File: config.mk
export PLATFORM = sky130hd
export DESIGN_NAME = write_back_ctrl
export DESIGN_NICKNAME = d
export VERILOG_FILES = /design/src/rtl/wb_pkg.sv /design/src/rtl/wb_stack_ptr.sv /design/src/rtl/write_back_ctrl.sv
export SDC_FILE = /design/constraint.sdc
export NUM_CORES = 1
export LEC_CHECK = 0
export ABC_AREA = 1
export BUFFER_PORTS_ARGS = -buffer_cell sky130_fd_sc_hd__buf_2
export CORE_MARGIN = 2
export CORE_UTILIZATION = 26
export CTS_CLUSTER_SIZE = 16
export DETAILED_ROUTE_END_ITERATION = 16
export GPL_ROUTABILITY_DRIVEN = 0
export GPL_TIMING_DRIVEN = 1
export PLACE_DENSITY = 0.52
export SLEW_MARGIN = 25
export SYNTH_ARGS = -nofsm -noshare
export SYNTH_HDL_FRONTEND = slang
export SYNTH_HIERARCHICAL = 1
export SYNTH_SLANG_ARGS = --single-unit
File: constraint.sdc
create_clock -name clk -period 1.4 [get_ports clk]
set_input_delay 0.21 -clock clk [delete_from_list [all_inputs] [get_ports clk]]
set_output_delay 0.21 -clock clk [all_outputs]
set_load 0.1 [all_outputs]
File: src/rtl/wb_pkg.sv
// wb_pkg: shared state-word field offsets, mask bit indices and termination-cause codes.
package wb_pkg;
  localparam int DONE_BIT = 0;
  localparam int PARENT_LSB = 1;
  localparam int MASK_DONE = 0;
  localparam int MASK_PARENT = 1;
  localparam int MASK_POS = 2;
  localparam logic [1:0] TC_NONE = 2'd0;
  localparam logic [1:0] TC_Z = 2'd1;
  localparam logic [1:0] TC_I = 2'd2;
  localparam logic [1:0] TC_DONE = 2'd3;
endpackage

File: src/rtl/wb_stack_ptr.sv
// wb_stack_ptr: frame stack pointer with synchronous clear, full detection and sticky overflow.
module wb_stack_ptr #(
  parameter int ADDR_W = 12,
  parameter int STACK_DEPTH = 4096,
  parameter int SP_INIT = 1
) (
  input  logic              clk,
  input  logic              rst_n,
  input  logic              clr,
  input  logic              inc,
  input  logic              ovf_set,
  output logic [ADDR_W:0]   sp,
  output logic              full,
  output logic              ovf
);
  logic [ADDR_W:0] sp_q, sp_d;
  logic ovf_q;
  // clear takes priority over a same-cycle push increment
  assign sp_d = clr ? (ADDR_W+1)'(SP_INIT) : inc ? sp_q + (ADDR_W+1)'(1) : sp_q;
  assign sp = sp_q;
  assign full = sp_q >= (ADDR_W+1)'(STACK_DEPTH);
  assign ovf = ovf_q;
  always_ff @(posedge clk) begin
    if (!rst_n) begin
      sp_q <= (ADDR_W+1)'(SP_INIT);
      ovf_q <= 1'b0;
    end else begin
      sp_q <= sp_d;
      ovf_q <= ovf_q | ovf_set;
    end
  end
endmodule

File: src/rtl/write_back_ctrl.sv
// write_back_ctrl: registered write-back stage producing masked state writes and frame pushes.
// Optional counters stat_calls/stat_terms/stat_drops under WRITE_BACK_CTRL_STATS_EN.
module write_back_ctrl
  import wb_pkg::*;
#(
  parameter int ADDR_W = 12,
  parameter int VAL_W = 8,
  parameter int POS_W = 5,
  parameter int STACK_DEPTH = 4096,
  parameter int SP_INIT = 1
) (
  input  logic                      clk,
  input  logic                      rst_n,
  input  logic                      sp_clr,
  input  logic                      in_valid,
  output logic                      in_ready,
  input  logic [ADDR_W-1:0]         cur_addr,
  input  logic                      over_1,
  input  logic                      over_2,
  input  logic                      over_3,
  input  logic                      en_new_pos,
  input  logic [POS_W-1:0]          new_pos,
  input  logic                      new_call,
  input  logic [VAL_W-1:0]          i_new,
  input  logic [VAL_W-1:0]          z_new,
  input  logic [VAL_W-1:0]          k_new,
  input  logic [VAL_W-1:0]          l_new,
  output logic                      st_we,
  output logic [ADDR_W-1:0]         st_addr,
  output logic [POS_W+ADDR_W:0]     st_data,
  output logic [2:0]                st_mask,
  output logic                      push_we,
  output logic [ADDR_W-1:0]         push_addr,
  output logic [4*VAL_W-1:0]        push_rec,
  output logic [POS_W+ADDR_W:0]     push_state,
  output logic [ADDR_W:0]           sp,
  output logic [1:0]                term_cause,
  output logic                      ovf
`ifdef WRITE_BACK_CTRL_STATS_EN
  ,
  output logic [31:0]               stat_calls,
  output logic [31:0]               stat_terms,
  output logic [15:0]               stat_drops
`endif
);
  typedef enum logic {IDLE, WRITE} state_t;
  state_t state_q;
  logic st_we_q, push_we_q, full, accept, any_over, ovf_set, push_inc;
  logic [ADDR_W-1:0] st_addr_q, push_addr_q;
  logic [POS_W+ADDR_W:0] st_data_q, push_state_q;
  logic [2:0] st_mask_q;
  logic [4*VAL_W-1:0] push_rec_q;
  logic [1:0] term_cause_q;
  assign accept = state_q == IDLE && in_valid;
  assign any_over = over_1 | over_2 | over_3;
  assign ovf_set = accept && new_call && full;
  assign push_inc = state_q == WRITE && push_we_q;
  assign in_ready = state_q == IDLE;
  assign st_we = st_we_q;
  assign st_addr = st_addr_q;
  assign st_data = st_data_q;
  assign st_mask = st_mask_q;
  assign push_we = push_we_q;
  assign push_addr = push_addr_q;
  assign push_rec = push_rec_q;
  assign push_state = push_state_q;
  assign term_cause = term_cause_q;
  wb_stack_ptr #(.ADDR_W(ADDR_W), .STACK_DEPTH(STACK_DEPTH), .SP_INIT(SP_INIT)) u_sp (
    .clk(clk), .rst_n(rst_n), .clr(sp_clr), .inc(push_inc), .ovf_set(ovf_set),
    .sp(sp), .full(full), .ovf(ovf)
  );
  always_ff @(posedge clk) begin
    if (!rst_n) begin
      state_q <= IDLE;
      st_we_q <= 1'b0;
      st_addr_q <= '0;
      st_data_q <= '0;
      st_mask_q <= '0;
      push_we_q <= 1'b0;
      push_addr_q <= '0;
      push_rec_q <= '0;
      push_state_q <= '0;
      term_cause_q <= TC_NONE;
    end else if (accept) begin
      state_q <= WRITE;
      st_we_q <= any_over | en_new_pos;
      st_addr_q <= cur_addr;
      st_data_q <= '0;
      st_data_q[DONE_BIT] <= any_over;
      st_data_q[ADDR_W+1 +: POS_W] <= en_new_pos ? new_pos : '0;
      st_mask_q[MASK_DONE] <= any_over;
      st_mask_q[MASK_PARENT] <= 1'b0;
      st_mask_q[MASK_POS] <= en_new_pos;
      push_we_q <= new_call && !full;
      push_addr_q <= sp[ADDR_W-1:0];
      push_rec_q <= {i_new, z_new, k_new, l_new};
      push_state_q <= '0;
      push_state_q[PARENT_LSB +: ADDR_W] <= cur_addr;
      if (any_over) term_cause_q <= over_1 ? TC_Z : over_2 ? TC_I : TC_DONE;
    end else begin
      state_q <= IDLE;
      st_we_q <= 1'b0;
      push_we_q <= 1'b0;
    end
  end
`ifdef WRITE_BACK_CTRL_STATS_EN
  logic [31:0] calls_q, terms_q;
  logic [15:0] drops_q;
  assign stat_calls = calls_q;
  assign stat_terms = terms_q;
  assign stat_drops = drops_q;
  always_ff @(posedge clk) begin
    if (!rst_n) begin
      calls_q <= '0;
      terms_q <= '0;
      drops_q <= '0;
    end else begin
      if (push_inc && calls_q != '1) calls_q <= calls_q + 32'd1;
      if (state_q == WRITE && st_mask_q[MASK_DONE] && terms_q != '1) terms_q <= terms_q + 32'd1;
      if (ovf_set && drops_q != '1) drops_q <= drops_q + 16'd1;
    end
  end
`endif
endmodule

== Word level (Yosys, flattened, before mapping) ==
Cells that the tools add are included.

* Output and inout bits: 114
* Register bits: 83
* Word-level logic and storage cells: 32
* Input bits: 58

* Add/subtract/negate cells: 1
* Reduce and logical (&&, ||, !) cells: 9
* Bitwise operators: 6
* Mux-type cells: 4
* Order comparisons: 1

{| class="wikitable"
|+ Operators by type and width
! cell !! number
|-
| adder 13 x 1 -> 13 bit (second input constant) || 1
|-
| >= comparator 13 bit (second input constant) || 1
|-
| logical AND 1 bit || 5
|-
| two-way mux 5 bit || 1
|-
| OR 1 bit || 4
|-
| AND reduction 2 bit || 2
|-
| two-way mux 1 bit || 2
|-
| two-way mux 2 bit || 1
|-
| inverter 1 bit || 2
|-
| OR reduction 2 bit || 1
|-
| zero test 1 bit || 1
|}

== Logic depth before layout (Yosys ltp) ==
* Depth after elaboration: 5
* Gate-level depth with buffers: 9
* Mapped depth without buffers: 9

== Hierarchy ==
Netlist, hierarchy kept.

{| class="wikitable"
|+ Modules (own cells, without submodules)
! module !! times used !! sequential area each (sq um) !! cells each !! area each (sq um)
|-
| write_back_ctrl || 1 || 1,361.3 || 336 || 2,626.3
|-
| wb_stack_ptr || 1 || 280.3 || 97 || 681.9
|}

== Worst setup path after synthesis ==
OpenSTA, ideal clock, no wires.

* Path kind: flip-flop to flip-flop
* Start: register u_sp.sp_q[0] (netlist: u_sp/sp[0])
* End: register u_sp.sp_q[10] (netlist: u_sp/sp[10])
* Cell stages (with the launch flop): 8
* Period minus slack after synthesis: 1.973 ns
* Setup slack: -0.573 ns
* Data required time: 1.336 ns
* Library setup time: 0.064 ns
* Arrival: 1.909 ns
* Cells stage by stage: dfxtp_1 ha_1 nand3_2 nor2_4 nand3_1 nand2_1 inv_1 nor2_1

* Word-level cells in the longest chain between the ends: 1

{| class="wikitable"
|+ Ends and longest elaborated chain
! what !! RTL line !! text
|-
| start: declaration || wb_stack_ptr.sv:16 || <nowiki>logic [ADDR_W:0] sp_q, sp_d;</nowiki>
|-
| start signal: assignment || wb_stack_ptr.sv:25 || <nowiki>sp_q <= (ADDR_W+1)'(SP_INIT);</nowiki>
|-
| start signal: assignment || wb_stack_ptr.sv:28 || <nowiki>sp_q <= sp_d;</nowiki>
|-
| adder 13 x 1 -> 13 bit || wb_stack_ptr.sv:19 || <nowiki>assign sp_d = clr ? (ADDR_W+1)'(SP_INIT) : inc ? sp_q + (ADDR_W+1)'(1) : sp_q;</nowiki>
|}

No other way between the ends.
A chain may end at the register's enable or synchronous reset.

== Worst setup path in the final report ==
* Start: register u_sp.sp_q[0] (netlist: u_sp/sp[0])
* End: output port sp[0]

{| class="wikitable"
|+ RTL lines
! what !! RTL line !! text
|-
| end: declaration || write_back_ctrl.sv:36 || <nowiki>output logic [ADDR_W:0] sp,</nowiki>
|}

No word-level cell between the ends.

==> flow_summary.yaml <==
power:
  p_clk_share_pct: 34.2
  p_sw_share_pct: 38.8
  power_per_cell_area_nw_per_um2: 1570
  switchingPower_mw: 2.72
  leakage_nw: 2.21
  combPwrFrac_pct: 29.5
  intPower_mw: 4.30
  ir_drop_mv: 0.480
  power_frac_seq_pct: 36.3
die:
  die_area_um2: 13600
  ios: 172
  start_util_pct: 26.4
  num_rows: 41
  die_w_um: 117
  core_um2: 12500
  die_h_um: 117
hold_path:
  whs_endpoint: "push_state[4]"
  hold_start: "cur_addr[3]"
  hp-class: "in2reg"
  min_path_cells: 3
setup_path:
  crit_fanout: 6
  cp.depth: 1
  critical_path_required_ns: 1.19
  rr_worst_depth: 8
  r2r_slack_ns: 0.16
  timing.rr.start: "state_q"
  start_kind: "register"
  worstPathArrival_ns: 1.14
  cp_top_family: "buffers and inverters"
  cp_num_buf_inv: 1
  cp_slowest_stage_delay_ns: 0.44
  cp_cell_sequence: "buf_2"
  r2r-end: "u_sp/sp[12]"
  crit_path_end_kind: "output pin"
  crit_type: "reg2out"
  cp_slowest_cell: "buf_2"
final_layout:
  area_delta_synth_final_pct: 35.2
  fin_nets: 630
  insertedDiodeCount: 0
  multiInputGateArea_um2: 1290
  final-seq-area_um2: 1690
  instances_no_fill: 746
  layout-drive-gt1-share_pct: 37.1
  fillers: 1396
logic_synthesis:
  synthArstFlopShare_pct: 0
  ys_top_cells_by_area: "dfxtp_1 50%, nor2_1 15%, buf_4 8.4%"
  ys.flop_type: "dfxtp_1"
  synth_cell_types: 25
  synth_compound_area_share_pct: 11.8
  avgSynthCellArea_um2: 7.64
  synth.most_common_cell: "nor2_1"
  synth_xor_area_share_pct: 0.530
  netlist_area_um2: 3310
  synth_top_family_by_area: "simple AND/OR/NAND/NOR gates"
  yosysTopAreaCellShare_pct: 49.6
  synth-edff-count: 0
  synthAdderAreaFrac_pct: 0.756
  synth.area.mux_share_pct: 0
  syn-instance-count: 433
  yosysSeqAreaShare_pct: 49.6
  yosysWarnings: 6
  synth_simple_gate_area_share_pct: 23.5
  synth_seq_cells: 82
  synth.largest_area_cell: "dfxtp_1"
  synthTopCellsByCount: "135 x nor2_1, 82 x dfxtp_1, 44 x o21ai_1"
placement:
  dp_cells: 731
  dp_slack_ns: 0.171
  port_buffers: 152
  hpwl_um: 6700
sta:
  skew_ns: 0.00610
  fin_crit_ns: 1.35
  timing.setup.tns_ns: 0
  max_freq_ghz: 0.742
  holdWs_ns: 0.119
  worst_pin_slew_ns: 0.519
  finalSetupViolCount: 0
  period_share_pct: 96.3
  rsz0062_at_grt: "false"
  finalHoldViolations: 0
  maxSlewViolCount: 0
  worst_slack_ns: 0.0520
  slew_headroom_pct: 65.7
flow_run:
  cap_violations: 0
cts:
  cts_buffers: 9
  cts_tree: "yes"
  cts_setup_buffers: 0
  root_buffer: "clkbuf_16"
  cts_resized: 3
  worstSkewPairLatency_ns: 0.33
  clockBufferDepth: 2
  h-tree-depth: 3
  hold_buffers: 0
  clkTransAtPathRegs_ns: 0.06
  cts_sinks: 82
global_route:
  antenna_found_initial: 0
  gr-total-overflow: 0
  grt_pass1_vias: 2732
  grt_first_pass_wirelength_um: 13300
  track_usage_pct: 12.7
  grt_max_degree: 44
route:
  drt-total-wl_um: 8930
  ant_nets: 0
  wl_per_cell_um: 12.0
  vias: 3093
  first_pass_iters: 4
  via_per_inst: 4.15
  drt_iter0_drc: 122
  drc_errors: 0
status:
  outcome: "finished, final reports clean"
flip-flops by register name (all words and copies together), names as in the netlist:
register and cells:
push_rec 32, u_sp/sp 13, push_addr 12, push_state 12, st_data 5, st_mask 2, term_cause 2, push_we 1
st_we 1, state_q 1, u_sp/ovf 1
metal layers:
layer | GRT usage, % | share of wire, % | vias up | wire [µm]
li1 | - | - | 1592 | -
met1 | 15.4 | 44 | 1391 | 3920
met2 | 20.8 | 47 | 103 | 4170
met3 | 4.22 | 8.1 | 7 | 728
met4 | 5.41 | 1.3 | 0 | 114
met5 | 0 | 0 | - | 0
per-stage QoR:
stage	util (%)	power [mW]	instance area, µm²
final	35.7	7.03	4470
after global placement	33.1	4.68	4140
after detailed placement	33.1	4.69	4140
after CTS	35.6	7.13	4460
after floorplan	-	4.42	3420
after global routing	35.7	7.34	4470
power groups by stage:
stage / logic [mW] / registers [mW] / clock network (mW)
after floorplan: 0.824 / 3.60 / 0
after global placement: 2.08 / 2.59 / 0
after detailed placement: 2.09 / 2.60 / 0
after CTS: 2.09 / 2.55 / 2.49
after global routing: 2.17 / 2.57 / 2.60
final: 2.08 / 2.55 / 2.40
cell families (layout without fill, tap and decap cells):
kind of cell	after synthesis	after routing
buf+inv	76	199
compound gates	77	77
simple gates	193	193
fa+ha+maj	2	2
flops	82	82
xor+xnor	2	2
other cells	1	19
area by class of cell:
class                      count  share of cell area (%)
clock buffer                  13                    6.07
clock inverter                 2                   0.783
inverter                      23                    1.93
multi-input combinational    293                    28.8
sequential                    82                    37.7
tap                          172                    4.81
timing repair buffer         161                    19.9
worst max-delay path by stage:
stage	start	end	slack (ns)
2_1_floorplan	u_sp/sp[3]	u_sp/sp[10]	0.01
6_report	u_sp/sp[0]	sp[0]	0.05
3_3_place_gp	state_q	u_sp/sp[12]	0.20
5_1_grt	u_sp/sp[4]	sp[4]	0.01
4_1_cts	u_sp/sp[12]	sp[12]	0.002
3_5_place_dp	state_q	u_sp/sp[10]	0.17
cells in the final DEF (no fill, tap or decap), types with 4 or more instances in the layout:
| master | instances |
|---|---|
| buf_2 | 142 |
| a21oi_1 | 15 |
| nor2_1 | 135 |
| inv_1 | 19 |
| nand2_1 | 35 |
| dfxtp_2 | 23 |
| o21ai_1 | 44 |
| o21ai_0 | 15 |
| conb_1 | 19 |
| inv_2 | 4 |
| dfxtp_1 | 55 |
| dfxtp_4 | 4 |
| nand3_1 | 11 |
| buf_4 | 9 |
| clkbuf_16 | 10 |
| clkbuf_4 | 7 |
Power figures use the tool's default switching activity.
